==> config.mk <==
export PLATFORM = sky130hd
export DESIGN_NAME = branch_recovery_ctrl
export DESIGN_NICKNAME = d
export VERILOG_FILES = /design/src/rtl/branch_recovery_ctrl.sv
export SDC_FILE = /design/constraint.sdc
export NUM_CORES = 1
export LEC_CHECK = 0
export ABC_AREA = 1
export BUFFER_PORTS_ARGS = -buffer_cell sky130_fd_sc_hd__buf_2
export CELL_PAD_IN_SITES_DETAIL_PLACEMENT = 0
export CELL_PAD_IN_SITES_GLOBAL_PLACEMENT = 2
export CORE_UTILIZATION = 25
export CTS_BUF_LIST = sky130_fd_sc_hd__clkbuf_2
export DETAILED_ROUTE_END_ITERATION = 7
export GPL_TIMING_DRIVEN = 1
export PLACE_DENSITY = 0.61
export SLEW_MARGIN = 0
export SYNTH_ARGS = -nofsm -noshare
export SYNTH_HDL_FRONTEND = slang
export SYNTH_SLANG_ARGS = --single-unit
==> constraint.sdc <==
create_clock -name clk_i -period 10.7 [get_ports clk_i]
set_clock_uncertainty 0.15 [all_clocks]
set_input_delay 0.535 -clock clk_i [delete_from_list [all_inputs] [get_ports clk_i]]
set_output_delay 0.535 -clock clk_i [all_outputs]
set_load 0.01 [all_outputs]
==> src/rtl/branch_recovery_ctrl.sv <==
// Branch recovery sequencer: turns an execute-stage mispredict into a fetch redirect
// plus a multi-cycle flush, and queues predictor-training updates through a small FIFO.
module branch_recovery_ctrl #(
    parameter int ADDR_W       = 32,
    parameter int FLUSH_CYCLES = 2,
    parameter int UPD_DEPTH    = 4
) (
    input  logic              clk_i,
    input  logic              rstn_i,
    input  logic              exe_valid_i,
    input  logic              exe_is_branch_i,
    input  logic              exe_stall_i,
    input  logic [ADDR_W-1:0] exe_pc_i,
    input  logic              taken_i,
    input  logic [ADDR_W-1:0] target_i,
    input  logic              correct_pred_i,
    output logic              flush_o,
    output logic              redirect_valid_o,
    output logic [ADDR_W-1:0] redirect_pc_o,
    output logic              upd_valid_o,
    input  logic              upd_ready_i,
    output logic [ADDR_W-1:0] upd_pc_o,
    output logic              upd_taken_o,
    output logic [ADDR_W-1:0] upd_target_o,
    output logic              upd_drop_o,
    output logic [15:0]       mispred_cnt_o
);

    localparam int PTR_W = $clog2(UPD_DEPTH);

    typedef enum logic {
        IDLE  = 1'b0,
        FLUSH = 1'b1
    } state_t;

    typedef struct packed {
        logic [ADDR_W-1:0] pc;
        logic              taken;
        logic [ADDR_W-1:0] target;
    } upd_t;

    state_t            state_q, state_d;
    logic [3:0]        flush_cnt_q, flush_cnt_d;
    logic              res, mp;
    logic              redirect_valid_q;
    logic [ADDR_W-1:0] redirect_pc_q;
    logic [15:0]       mispred_cnt_q;

    upd_t              mem_q [UPD_DEPTH];
    logic [PTR_W:0]    wr_ptr_q, rd_ptr_q;
    logic              fifo_full, fifo_empty;
    logic              push_req, push_ok, pop;
    logic              drop_q;
    upd_t              head;

    // Anything arriving while flushing is wrong-path and must not be acted on.
    assign res = exe_valid_i & ~exe_stall_i & (state_q == IDLE);
    assign mp  = res & ~correct_pred_i;

    always_ff @(posedge clk_i) begin
        if (!rstn_i) begin
            state_q     <= IDLE;
            flush_cnt_q <= 4'd0;
        end else begin
            state_q     <= state_d;
            flush_cnt_q <= flush_cnt_d;
        end
    end

    // flush_cnt_q counts flush cycles already presented, starting at 1 in the first one.
    always_comb begin
        state_d     = state_q;
        flush_cnt_d = flush_cnt_q;
        case (state_q)
            IDLE: begin
                if (mp) begin
                    state_d     = FLUSH;
                    flush_cnt_d = 4'd1;
                end
            end
            FLUSH: begin
                if (flush_cnt_q < 4'(FLUSH_CYCLES)) begin
                    flush_cnt_d = flush_cnt_q + 4'd1;
                end else begin
                    state_d     = IDLE;
                    flush_cnt_d = 4'd0;
                end
            end
            default: begin
                state_d     = IDLE;
                flush_cnt_d = 4'd0;
            end
        endcase
    end

    assign flush_o = (state_q == FLUSH);

    always_ff @(posedge clk_i) begin
        if (!rstn_i) begin
            redirect_valid_q <= 1'b0;
            redirect_pc_q    <= '0;
            mispred_cnt_q    <= 16'd0;
        end else begin
            redirect_valid_q <= mp;
            if (mp) begin
                redirect_pc_q <= taken_i ? target_i : exe_pc_i + ADDR_W'(4);
                if (mispred_cnt_q != 16'hFFFF) begin
                    mispred_cnt_q <= mispred_cnt_q + 16'd1;
                end
            end
        end
    end

    assign redirect_valid_o = redirect_valid_q;
    assign redirect_pc_o    = redirect_pc_q;
    assign mispred_cnt_o    = mispred_cnt_q;

    // Update port handshake: an entry transfers on a cycle where upd_valid_o & upd_ready_i;
    // while upd_valid_o=1 and upd_ready_i=0 the head entry is held unchanged.
    assign fifo_empty = (wr_ptr_q == rd_ptr_q);
    assign fifo_full  = (wr_ptr_q[PTR_W] != rd_ptr_q[PTR_W]) &&
                        (wr_ptr_q[PTR_W-1:0] == rd_ptr_q[PTR_W-1:0]);
    assign push_req   = res & exe_is_branch_i;
    assign pop        = ~fifo_empty & upd_ready_i;
    // A full FIFO still takes a push when the head leaves in the same cycle.
    assign push_ok    = push_req & (~fifo_full | pop);

    always_ff @(posedge clk_i) begin
        if (!rstn_i) begin
            wr_ptr_q <= '0;
            rd_ptr_q <= '0;
            drop_q   <= 1'b0;
            for (int i = 0; i < UPD_DEPTH; i++) begin
                mem_q[i] <= '0;
            end
        end else begin
            drop_q <= push_req & fifo_full & ~pop;
            if (push_ok) begin
                mem_q[wr_ptr_q[PTR_W-1:0]] <= '{pc: exe_pc_i, taken: taken_i, target: target_i};
                wr_ptr_q <= wr_ptr_q + 1'b1;
            end
            if (pop) begin
                rd_ptr_q <= rd_ptr_q + 1'b1;
            end
        end
    end

    assign head         = mem_q[rd_ptr_q[PTR_W-1:0]];
    assign upd_valid_o  = ~fifo_empty;
    assign upd_pc_o     = head.pc;
    assign upd_taken_o  = head.taken;
    assign upd_target_o = head.target;
    assign upd_drop_o   = drop_q;

endmodule

==> summary.txt, run 1 <==
Status
  – Outcome: completed

Critical path
  – Crit-path leading delay family: buffers and inverters
  – Slowest CP cell: inv_1
  – Max stage delay on crit path: a little over 0.9 ns
  – R2r startpoint: flush_o
  – Worst path cell trace: dlygate4sd3_1, buf_2, inv_1, nor2_1, nand2_2, buf_4, nor2_2, nand2_2, buf_4, nand2_4
  – Kind of critical path: primary input to flop
  – CP Max Fanout: 67
  – Crit path capture type: flop
  – Worst Path Arrival: 5.40 ns
  – CP Launch Type: primary input
  – RR Endpoint: mem_q[1][63]
  – Worst path buffer plus inverter count: 5
  – Critical Path RT: ~11 ns
  – Reg2Reg Setup Slack: 5.95 ns
  – FF-to-FF path depth: 10

Placed design
  – Final HPWL DP: 33800 um
  – Area after DPL: 16200 um^2
  – # port buffers: 188
  – Placer Congestion: 0.815
  – Cell count after placement: 2434
  – Place WS: 5.06 ns

Detailed routing
  – Drt via density: 4.54
  – Iteration-0 DRC Markers: 675
  – Via count: about 12000
  – Wirelength per Cell: about 20 um
  – Number of routed nets with antenna violations: 0
  – DRT Pass-1 Iters: 5
  – Residual DRC count: 0
  – Routed WL: 53800 um

STA
  – Final Max Tran Viols: 0
  – Maximum clock frequency: 197 MHz
  – PnR worst setup slack: 5.62 ns
  – Hold slack: 0.253 ns
  – Final setup violation count: 0
  – Worst Tran Pin Value: approximately 1.1 ns
  – RSZ-0062 raised after global routing: no
  – Setup TNS: 0 ns
  – Final hold violations: 0
  – Slew HR: between 20% and 30%
  – Period utilization: 47.5%
  – Final Critical Period: ~5.1 ns

Logic synthesis
  – Post-synth top cells: nor2_1 (448), edfxtp_1 (260), nand2_1 (183)
  – Largest family of logic cells by synthesized area: simple AND/OR/NAND/NOR gates
  – Synth Area in XOR/XNOR: 1.26%
  – FF+latch count, synth: 323
  – Ys Warns: 0
  – Syn Inst Count: 1560
  – Synth Area in Compound Gates: a little under an eighth
  – Number of library cell types mapped by synthesis: 32
  – Cell Area, Synth: 14600 um^2
  – Synth top area cells: edfxtp_1 (53%), nor2_1 (12%), dfxtp_1 (8.6%)
  – Mux contribution to synthesized area: 0%
  – Synth area leader: edfxtp_1
  – Simple-gate share of the synthesized area: 19.0%
  – Cell with the most instances after synthesis: nor2_1
  – Ys async rst share: 0%
  – Post-synthesis sequential area ratio: between 60% and 70%
  – Post-synth top area share: between 50% and 60%
  – Top_reg_cell synth: edfxtp_1
  – Post-synth EDFFs: 260
  – Synth Area in Adders: less than 1%
  – Syn_nets: 1637
  – Synth Area per Inst: 9.36 um^2

Die
  – Die X-Extent: 244 um
  – IO Pins: 189
  – Initial Utilization: 25.3%
  – Rows: 88
  – Die Y: 244 um
  – Core footprint: roughly 58000 um^2
  – Die area: about 59000 um^2

Job
  – Max-cap violations: 0

Global routing
  – Antenna violations before repair: 2
  – First-pass GRT wire length: just under 80000 um
  – Total GRT Usage: between 10% and 20%
  – Largest net degree at the start of global routing: 97
  – Overflow after GRT: 0
  – Vias in the first global route: between 10000 and 15000

Hold path
  – Cells on Worst Hold Path: 4
  – Hold EP: mem_q[3][13]
  – Type of the worst min-delay path: primary input to flop
  – Beginning of the worst hold path: target_i[13]

Clock network
  – CTS tree: built
  – Clock buffer depth: 3
  – Clk sink count: 323
  – Setup Buffers After CTS: 0
  – Clock transition at path regs: 0.11 ns
  – H-tree levels: 3
  – Clock root buffer: clkbuf_2
  – CTS buffer count: 90
  – Skew-Pair Late Insertion Delay: 1.06 ns

Finish
  – Layout cell share with drive strength beyond 1: 18.7%
  – Final Non-Filler Cells: ~2700
  – Post-layout nets: 1967
  – Synthesis-to-finish area growth: 25.2%
  – Cell area after layout: 18300 um^2
  – Fill count: 6197

Power
  – Peak supply drop: 57.5 uV
  – Power per cell area: 156 nW/um^2
  – Leakage power: about 7.7 nW
cells in the final DEF (no fill, tap or decap), types with 65 or more instances in the layout:
| master | n |
|---|---|
| nor2_1 | 448 |
| clkbuf_2 | 138 |
| o21ai_0 | 164 |
| dlygate4sd3_1 | 129 |
| a21oi_1 | 79 |
| o22ai_1 | 65 |
| nand2_1 | 178 |
| buf_2 | 188 |
| inv_1 | 93 |
| edfxtp_1 | 260 |
worst min-delay path, stage by stage:
cell,delay [ns]
dlygate4sd3_1,0.54
buf_2,0.12
inv_1,0.07
nor2_1,0.10
per-stage QoR:
stage	utilization (%)	total power (W)
6_report	31.7	0.00286
3_3_place_gp	28.0	0.00197
5_1_grt	31.7	0.00302
4_1_cts	31.7	0.00291
3_5_place_dp	28.0	0.00197
2_1_floorplan	-	0.00172
sequential cells by signal, summed over array words and instances, names as in the netlist, named ones only:
signal	count
mem_q	260
redirect_pc_o	32
mispred_cnt_o	16
flush_cnt_q	4
rd_ptr_q	3
wr_ptr_q	3
flush_o	1
redirect_valid_o	1
upd_drop_o	1
timing repair:
action	CTS	global route
hold endpoints to repair	308	0
hold buffers	129	0
setup endpoints to repair	0	0
resized for setup	0	0
where the power goes:
part,internal (W),switching (W)
combinational,0.000172,0.000355
sequential,0.00140,0.0000311
clock,0.000342,0.000554
total,0.00192,0.000940
how the worst max path moves through the flow:
stage | start | end | slack (ns) | cells past startpoint
global placement | rstn_i | mem_q[1][63] | 5.03 | 9
detailed placement | rstn_i | mem_q[1][61] | 5.06 | 9
global route | rstn_i | mem_q[1][63] | 5.29 | 10
CTS | rstn_i | mem_q[1][62] | 5.65 | 10
floorplan | exe_stall_i | mem_q[3][0] | 4.27 | 5
finish | rstn_i | mem_q[1][63] | 5.62 | 10
layout make-up:
class,instances,area [um^2],area share [%]
inverter,97,365,2.00
tap,765,957,5.24
antenna,2,5.00,0.0274
clock buffer,138,691,3.78
multi-input combinational,1048,4740,26.0
timing repair buffer,330,2330,12.8
clock inverter,25,104,0.568
sequential,323,9070,49.7
kinds of logic (layout without fill, tap and decap cells):
family          Yosys count  after routing
simple gates            706            706
flops                   323            323
other cells               0              2
fa+ha+maj                 5              5
xor+xnor                 21             21
compound gates          316            316
buf+inv                 189            590
metal layers:
layer / routed length [um] / track usage, %
met2: 25200 / 29.1
met4: 1220 / 6.36
met3: 3320 / 4.59
met5: 8 / 0
met1: 24000 / 23.1
Power figures use the tool's default switching activity.
==> run 2, diff against run 1 <==
--- a/config.mk
+++ b/config.mk
@@ -5,7 +5,7 @@
 export SDC_FILE = /design/constraint.sdc
 export NUM_CORES = 1
 export LEC_CHECK = 0
-export ABC_AREA = 1
+export ABC_AREA = 0
 export BUFFER_PORTS_ARGS = -buffer_cell sky130_fd_sc_hd__buf_2
 export CELL_PAD_IN_SITES_DETAIL_PLACEMENT = 0
 export CELL_PAD_IN_SITES_GLOBAL_PLACEMENT = 2
@@ -13,7 +13,7 @@
 export CTS_BUF_LIST = sky130_fd_sc_hd__clkbuf_2
 export DETAILED_ROUTE_END_ITERATION = 7
 export GPL_TIMING_DRIVEN = 1
-export PLACE_DENSITY = 0.61
+export PLACE_DENSITY = 0.58
 export SLEW_MARGIN = 0
 export SYNTH_ARGS = -nofsm -noshare
 export SYNTH_HDL_FRONTEND = slang
==> constraint.sdc (replaced) <==
create_clock -name clk_i -period 4.18 [get_ports clk_i]
set_clock_uncertainty 0.15 [all_clocks]
set_input_delay 0.209 -clock clk_i [delete_from_list [all_inputs] [get_ports clk_i]]
set_output_delay 0.209 -clock clk_i [all_outputs]
set_load 0.01 [all_outputs]
==> run 2 against run 1 <==
Compared with the run above:
- sequential power increased to 2.6 times the previous value
- critical endpoint is now mem_q[2][32]
- clock power increased to 2.9 times the previous value
- synthesized cell count decreased by 32%
==> summary.txt, run 2 <==
Die
  – Die Y: 244 um (+0.16%)
  – Core footprint: 57800 um^2 (+0.19%)
  – Rows: 88 (unchanged)
  – Initial Utilization: 25.3% (+0.034 points)
  – IO Pins: 189 (unchanged)
  – Die area: 59500 um^2 (+0.32%)
  – Die X-Extent: 244 um (+0.16%)

Placed design
  – # port buffers: 188 (unchanged)
  – Placer Congestion: 0.711 (-13%)
  – Final HPWL DP: 28400 um (-16%)
  – Place WS: 1.26 ns (-3.80 ns)

Finish
  – Most frequent cells in the layout: and2_1 (278), edfxtp_1 (260), buf_2 (188)
  – Synthesis-to-finish area growth: 31.1%
  – Fill count: 5850 (-5.6%)
  – Post-layout nets: 1553 (-21%)
  – Layout cell share with drive strength beyond 1: 28.8% (+10 points)
  – Most common cell after layout, fill and taps aside: and2_1
  – Reg with most FFs: mem_q
  – Seq. cell area: 9080 um^2 (about the same)
  – Final core occ: 33.2% (+1.5 points)
  – Multi-input combinational cell area: 5260 um^2 (+11%)
  – Flip-flop count of the largest register after layout: 260 (unchanged)

Global routing
  – Overflow after GRT: 0 (unchanged)
  – Largest net degree at the start of global routing: 75 (-23%)
  – Total GRT Usage: 16.1% (-1.9 points)
  – Vias in the first global route: 11000 (-13%)
  – First-pass GRT wire length: 70500 um (-11%)
  – Antenna violations before repair: 4 (+2)

Logic synthesis
  – Cell Area, Synth: 14600 um^2 (+0.33%)
  – Cell with the most instances after synthesis: and2_1
  – Syn Inst Count: 1061 (-32%)
  – Syn_nets: 1138 (-30%)
  – Post-synth EDFFs: 260 (unchanged)
  – Ys async rst share: 0% (unchanged)
  – FF+latch count, synth: 323 (unchanged)
  – Synth top area cells: edfxtp_1 (53%), and2_1 (12%), mux4_2 (10%)
  – Ys Warns: 0 (unchanged)
  – Post-synthesis sequential area ratio: 61.9% (-0.20 points)
  – Post-synth top cells: and2_1 (278), edfxtp_1 (260), mux4_2 (65)
  – Post-synth top area share: 53.3% (-0.17 points)
  – Number of library cell types mapped by synthesis: 53 (+66%)
  – Top_reg_cell synth: edfxtp_1
  – Synth area leader: edfxtp_1
  – Synth Area per Inst: 13.8 um^2 (+48%)

Power
  – Leakage power: 7.67 nW (+0.18%)
  – Combinational Power Share: 11.4% (-7.1 points)
  – NetSw: 0.00192 W (+100%)
  – Power per cell area: 365 nW/um^2 (+130%)
  – Peak supply drop: 131 uV (+130%)
  – Switching Fraction: 27.4% (-5.5 points)
  – Seq pwr share: 52.0% (+1.8 points)
  – Cell Int Power: 0.00509 W (+170%)
  – Clock power share: 36.6% (+5.3 points)

Detailed routing
  – Iteration-0 DRC Markers: 449 (-33%)
  – Via count: 10100 (-19%)
  – Routed WL: 47200 um (-12%)
  – Wirelength per Cell: 20.3 um (+3.1%)
  – Drt via density: 4.34 (-4.3%)
  – DRT Pass-1 Iters: 4 (-1)
  – Number of routed nets with antenna violations: 0 (unchanged)
  – Residual DRC count: 0 (unchanged)

Clock network
  – Cts repair resizes: 0 (unchanged)
  – CTS tree: built
  – Skew-Pair Late Insertion Delay: 1.08 ns (+0.02 ns)
  – Clock root buffer: clkbuf_2
  – H-tree levels: 3 (unchanged)
  – CTS buffer count: 95 (+5.6%)
  – Clk sink count: 323 (unchanged)
  – Hold_buf cts: 179 (+39%)
  – Clock transition at path regs: 0.09 ns (-0.02 ns)
  – Setup Buffers After CTS: 0 (unchanged)
  – Clock buffer depth: 3 (unchanged)

STA
  – Setup TNS: 0 ns (unchanged)
  – Slew HR: 39.8% (+16 points)
  – Final setup violation count: 0 (unchanged)
  – Worst Tran Pin Value: 0.903 ns (-0.234 ns)
  – Final Max Tran Viols: 0 (unchanged)
  – Final hold violations: 0 (unchanged)
  – PnR worst setup slack: 0.278 ns (-5.34 ns)
  – Final Critical Period: 3.90 ns
  – Maximum clock frequency: 256 MHz
  – Hold slack: 0.132 ns (-0.121 ns)
  – Period utilization: around 93%
  – RSZ-0062 raised after global routing: no

Hold path
  – Type of the worst min-delay path: primary input to flop

Critical path
  – CP Launch Type: flop
  – CP Max Fanout: 40 (-40%)
  – Kind of critical path: flop to flop
  – Crit path capture type: flop
  – Critical Path RT: 4.70 ns (-6.32 ns)
  – Worst Path Arrival: 4.42 ns (-0.98 ns)

Job
  – Max-cap violations: 0 (unchanged)

Status
  – Outcome: completed
==> run 2: cell type report <==
type / count / share of cell area, %
diodes: 3 / 0.0391
clock buffers: 150 / 3.91
clock inverters: 26 / 0.952
inverters: 10 / 0.196
multi-input cells: 658 / 27.4
flip-flops and latches: 323 / 47.3
well taps: 765 / 4.99
repair buffers: 388 / 15.3
==> run 2: kinds of logic after synthesis <==
group / after synthesis / synth area share [%]
adder cells (fa/ha/maj): 5 / 0.427
multiplexers: 74 / 10.6
buffers and inverters: 80 / 2.51
flip-flops: 323 / 61.9
AND/OR/NAND/NOR: 466 / 18.7
XOR/XNOR: 44 / 2.63
AO/OA/AOI/OAI: 69 / 3.21
==> run 2: through the flow <==
step           std cells  power (W)  instance area, um^2
2_1_floorplan       1061    0.00407                14600
3_3_place_gp        1965    0.00441                16500
3_5_place_dp        1965    0.00441                16500
4_1_cts             2320    0.00717                19200
5_1_grt             2322    0.00739                19200
6_report            2323    0.00701                19200
==> run 2: worst max-delay path: stages (launching register included) <==
cell and delay, ns:
dfxtp_1 0.38, nor2_1 0.19, nand4_1 0.12, dlygate4sd3_1 0.55, dlygate4sd3_1 0.61, nor2b_4 0.16, buf_4 0.36, and3b_2 0.25
nand2b_4 0.41, buf_12 0.34
==> run 2: power by group through the flow <==
stage,logic (W),clock network [W],registers (W)
2_1_floorplan,0.000377,0,0.00369
3_3_place_gp,0.000687,0,0.00372
3_5_place_dp,0.000690,0,0.00372
4_1_cts,0.000822,0.00270,0.00365
5_1_grt,0.000864,0.00287,0.00366
6_report,0.000799,0.00256,0.00365
==> run 2: final timing paths <==
check                          from           endpoint  slack (ns)  cells past startpoint
setup / recovery            flush_o       mem_q[2][32]        0.28                      9
hold / removal         exe_pc_i[11]  redirect_pc_o[11]        0.13                      5
setup reg to reg            flush_o       mem_q[2][32]        0.28                      9
hold reg to reg   redirect_pc_o[13]  redirect_pc_o[13]        0.31                      2
==> run 2: per-layer routing <==
metal	vias up	track usage [%]	share of wire (%)
li1	4771	-	-
met1	5019	20.2	44
met2	241	26.8	49
met3	59	4.33	5.3
met4	0	4.80	1.4
met5	-	0	0
==> run 3, diff against run 2 <==
--- a/config.mk
+++ b/config.mk
@@ -9,6 +9,7 @@
 export BUFFER_PORTS_ARGS = -buffer_cell sky130_fd_sc_hd__buf_2
 export CELL_PAD_IN_SITES_DETAIL_PLACEMENT = 0
 export CELL_PAD_IN_SITES_GLOBAL_PLACEMENT = 2
+export CORE_MARGIN = 2
 export CORE_UTILIZATION = 25
 export CTS_BUF_LIST = sky130_fd_sc_hd__clkbuf_2
 export DETAILED_ROUTE_END_ITERATION = 7
==> run 3 against run 2 <==
Compared with the run above:
- sequential share of layout area increased by 0.055 points
- critical path type is now primary input to flop
- sequential power about the same
- total power decreased by 2.7%
- combinational power decreased by 0.8%
- wire length increased by 3.1%
- design area decreased by 0.12%
- register-to-register slack improved by 0.06 ns
- hold slack improved by 0.056 ns
- die area increased by 1.6%
- highest routed layer unchanged
- utilization about the same
- critical path depth increased by 3
- largest power group unchanged
- fmax decreased by 6.0%
==> summary.txt, run 3 (same netlist as run 2, synthesis figures left out) <==
Detailed routing
  – Routed WL: 48700 um (+3.1%)
  – Via count: 10100 (+0.55%)
  – Residual DRC count: 0 (unchanged)
  – Wirelength per Cell: 21.0 um (+3.1%)
  – Number of routed nets with antenna violations: 0 (unchanged)
  – DRT Pass-1 Iters: 5 (+1)
  – Drt via density: 4.37 (+0.59%)
  – Iteration-0 DRC Markers: 587 (+31%)

Die
  – Die Y: 246 um (+0.82%)
  – Die area: 60500 um^2 (+1.6%)
  – IO Pins: 189 (unchanged)
  – Core footprint: 57800 um^2 (unchanged)
  – Initial Utilization: 25.3% (unchanged)
  – Rows: 88 (unchanged)
  – Die X-Extent: 246 um (+0.82%)

Finish
  – Reg with most FFs: mem_q
  – Fill count: 5838 (-0.21%)
  – Post-layout nets: 1559 (+0.39%)
  – Layout cell share with drive strength beyond 1: 28.4% (-0.45 points)
  – Most common cell after layout, fill and taps aside: and2_1
  – Final core occ: 33.2% (-0.039 points)
  – Synthesis-to-finish area growth: 31.0%
  – Most frequent cells in the layout: and2_1 (278), edfxtp_1 (260), buf_2 (188)
  – Flip-flop count of the largest register after layout: 260 (unchanged)

Placed design
  – Placer Congestion: 0.712 (about the same)
  – # port buffers: 188 (unchanged)
  – Final HPWL DP: 28300 um (-0.53%)

STA
  – Maximum clock frequency: 241 MHz (-6.0%)
  – RSZ-0062 raised after global routing: no
  – Final Critical Period: 4.15 ns (+0.248 ns)
  – Slew HR: 20.4% (-19 points)
  – Setup TNS: 0 ns (unchanged)
  – Final setup violation count: 0 (unchanged)
  – Worst Tran Pin Value: 1.19 ns (+0.291 ns)
  – Final Max Tran Viols: 0 (unchanged)
  – Period utilization: 99.3% (+5.9 points)
  – Final hold violations: 0 (unchanged)

Clock network
  – Clock root buffer: clkbuf_2
  – Clock transition at path regs: 0.10 ns (about the same)
  – CTS buffer count: 96 (+1.1%)
  – Clock buffer depth: 3 (unchanged)
  – Clk sink count: 323 (unchanged)
  – Skew-Pair Late Insertion Delay: 1.05 ns (-0.03 ns)
  – H-tree levels: 3 (unchanged)
  – CTS tree: built

Hold path
  – Cells on Worst Hold Path: 5 (unchanged)
  – Hold EP: redirect_pc_o[27]
  – Beginning of the worst hold path: exe_pc_i[27]
  – Type of the worst min-delay path: primary input to flop

Job
  – Max-cap violations: 0 (unchanged)

Critical path
  – Worst Path Arrival: 4.98 ns (+0.56 ns)
  – Worst path cell trace: dlygate4sd3_1, dlygate4sd3_1, buf_2, nand3_1, dlygate4sd3_1, nor2_1, nand4_1, dlygate4sd3_1, xnor2_1, dlygate4sd3_1, a22o_1, dlygate4sd3_1
  – Critical Path RT: 5.01 ns (+0.31 ns)
  – R2r startpoint: flush_o
  – RR Endpoint: mem_q[0][24]
  – Crit path capture type: flop
  – CP Launch Type: primary input
  – Slowest CP cell: nor2_1
  – FF-to-FF path depth: 10 (+1)
  – Max stage delay on crit path: 0.71 ns (+0.10 ns)
  – Kind of critical path: primary input to flop
  – Most used cell along the critical path: dlygate4sd3_1
  – Reg2Reg Setup Slack: 0.34 ns (+0.06 ns)
  – CP Max Fanout: 13 (-68%)

Power
  – Power per cell area: 356 nW/um^2 (-2.6%)
  – Leakage power: 7.60 nW (-0.90%)
  – Peak supply drop: 146 uV (+12%)

Status
  – Outcome: completed

Global routing
  – Largest net degree at the start of global routing: 66 (-12%)
  – First-pass GRT wire length: 71600 um (+1.5%)
  – Antenna violations before repair: 2 (-2)
  – Overflow after GRT: 0 (unchanged)
  – Vias in the first global route: 11100 (+1.1%)
  – Total GRT Usage: 16.1% (about the same)
==> run 3: cell types whose count changed in the layout (fill, tap and decap cells not counted) <==
cell           delta
buf_6             +1
inv_2             -1
buf_4             -5
diode_2           -1
buf_12            +1
clkinv_1          +2
clkinvlp_4        +3
inv_6             +1
nand2b_2          +3
bufinv_16         -3
clkbuf_2          -7
dlygate4sd3_1     +5
==> run 3: metal layers <==
layer  GRT usage [%]  vias to the layer above  part of all wire (%)
met5               0                        -                     0
met4            5.38                        0                   2.0
met3            4.29                       63                   5.6
met2            26.4                      243                    48
met1            20.5                     5057                    44
li1                -                     4782                     -
==> run 3: how the worst max path moves through the flow <==
stage                 start                 to  slack (ns)  cells after the start
6_report       exe_pc_i[16]  redirect_pc_o[21]        0.03                     12
5_1_grt        exe_pc_i[16]  redirect_pc_o[21]        0.02                     12
4_1_cts             flush_o       mem_q[0][24]        0.08                      9
3_5_place_dp    wr_ptr_q[0]        mem_q[0][3]        1.18                      7
3_3_place_gp    wr_ptr_q[0]       mem_q[0][64]        1.27                      7
2_1_floorplan       flush_o        mem_q[0][0]        0.72                      6
==> run 3: final cells by class <==
cell class | count | area (um^2) | share of cell area, %
multi-input cells | 661 | 5280 | 27.6
well taps | 765 | 957 | 4.99
repair buffers | 390 | 2970 | 15.5
clock inverters | 28 | 128 | 0.666
diodes | 2 | 5.00 | 0.0261
inverters | 10 | 37.5 | 0.196
flip-flops and latches | 323 | 9080 | 47.3
clock buffers | 143 | 716 | 3.73
==> run 3: stage by stage <==
step / hold slack (ns) / setup slack (ns) / instances / total power, W / cell area (um^2)
after floorplan: 0.239 / 0.719 / 1061 / 0.00407 / 14600
after global placement: 0.292 / 1.27 / 1961 / 0.00441 / 16400
after detailed placement: 0.291 / 1.18 / 1961 / 0.00441 / 16400
after CTS: 0.00120 / 0.0776 / 2316 / 0.00698 / 19100
after global routing: 0.117 / 0.0204 / 2321 / 0.00722 / 19200
final: 0.188 / 0.0302 / 2322 / 0.00682 / 19200
==> run 3: what timing repair did <==
action,4_1_cts,5_1_grt
endpoints found under the hold margin,412,0
buffers inserted,0,1
endpoints found under the setup margin,0,28
hold buffers,184,0
resized for setup,0,1
==> run 3: report_power, final <==
| group | internal [W] | switching (W) | total, W |
|---|---|---|---|
| Combinational | 0.000378 | 0.000415 | 0.000793 |
| Clock | 0.000917 | 0.00145 | 0.00237 |
| Sequential | 0.00358 | 0.0000758 | 0.00366 |
| Total | 0.00488 | 0.00194 | 0.00682 |
==> run 3: critical path: cells and delay by family <==
kind            cells  cell delay [ns]
compound gates      1             0.17
xor+xnor            1             0.13
buf+inv             7             3.50
simple gates        3             0.95
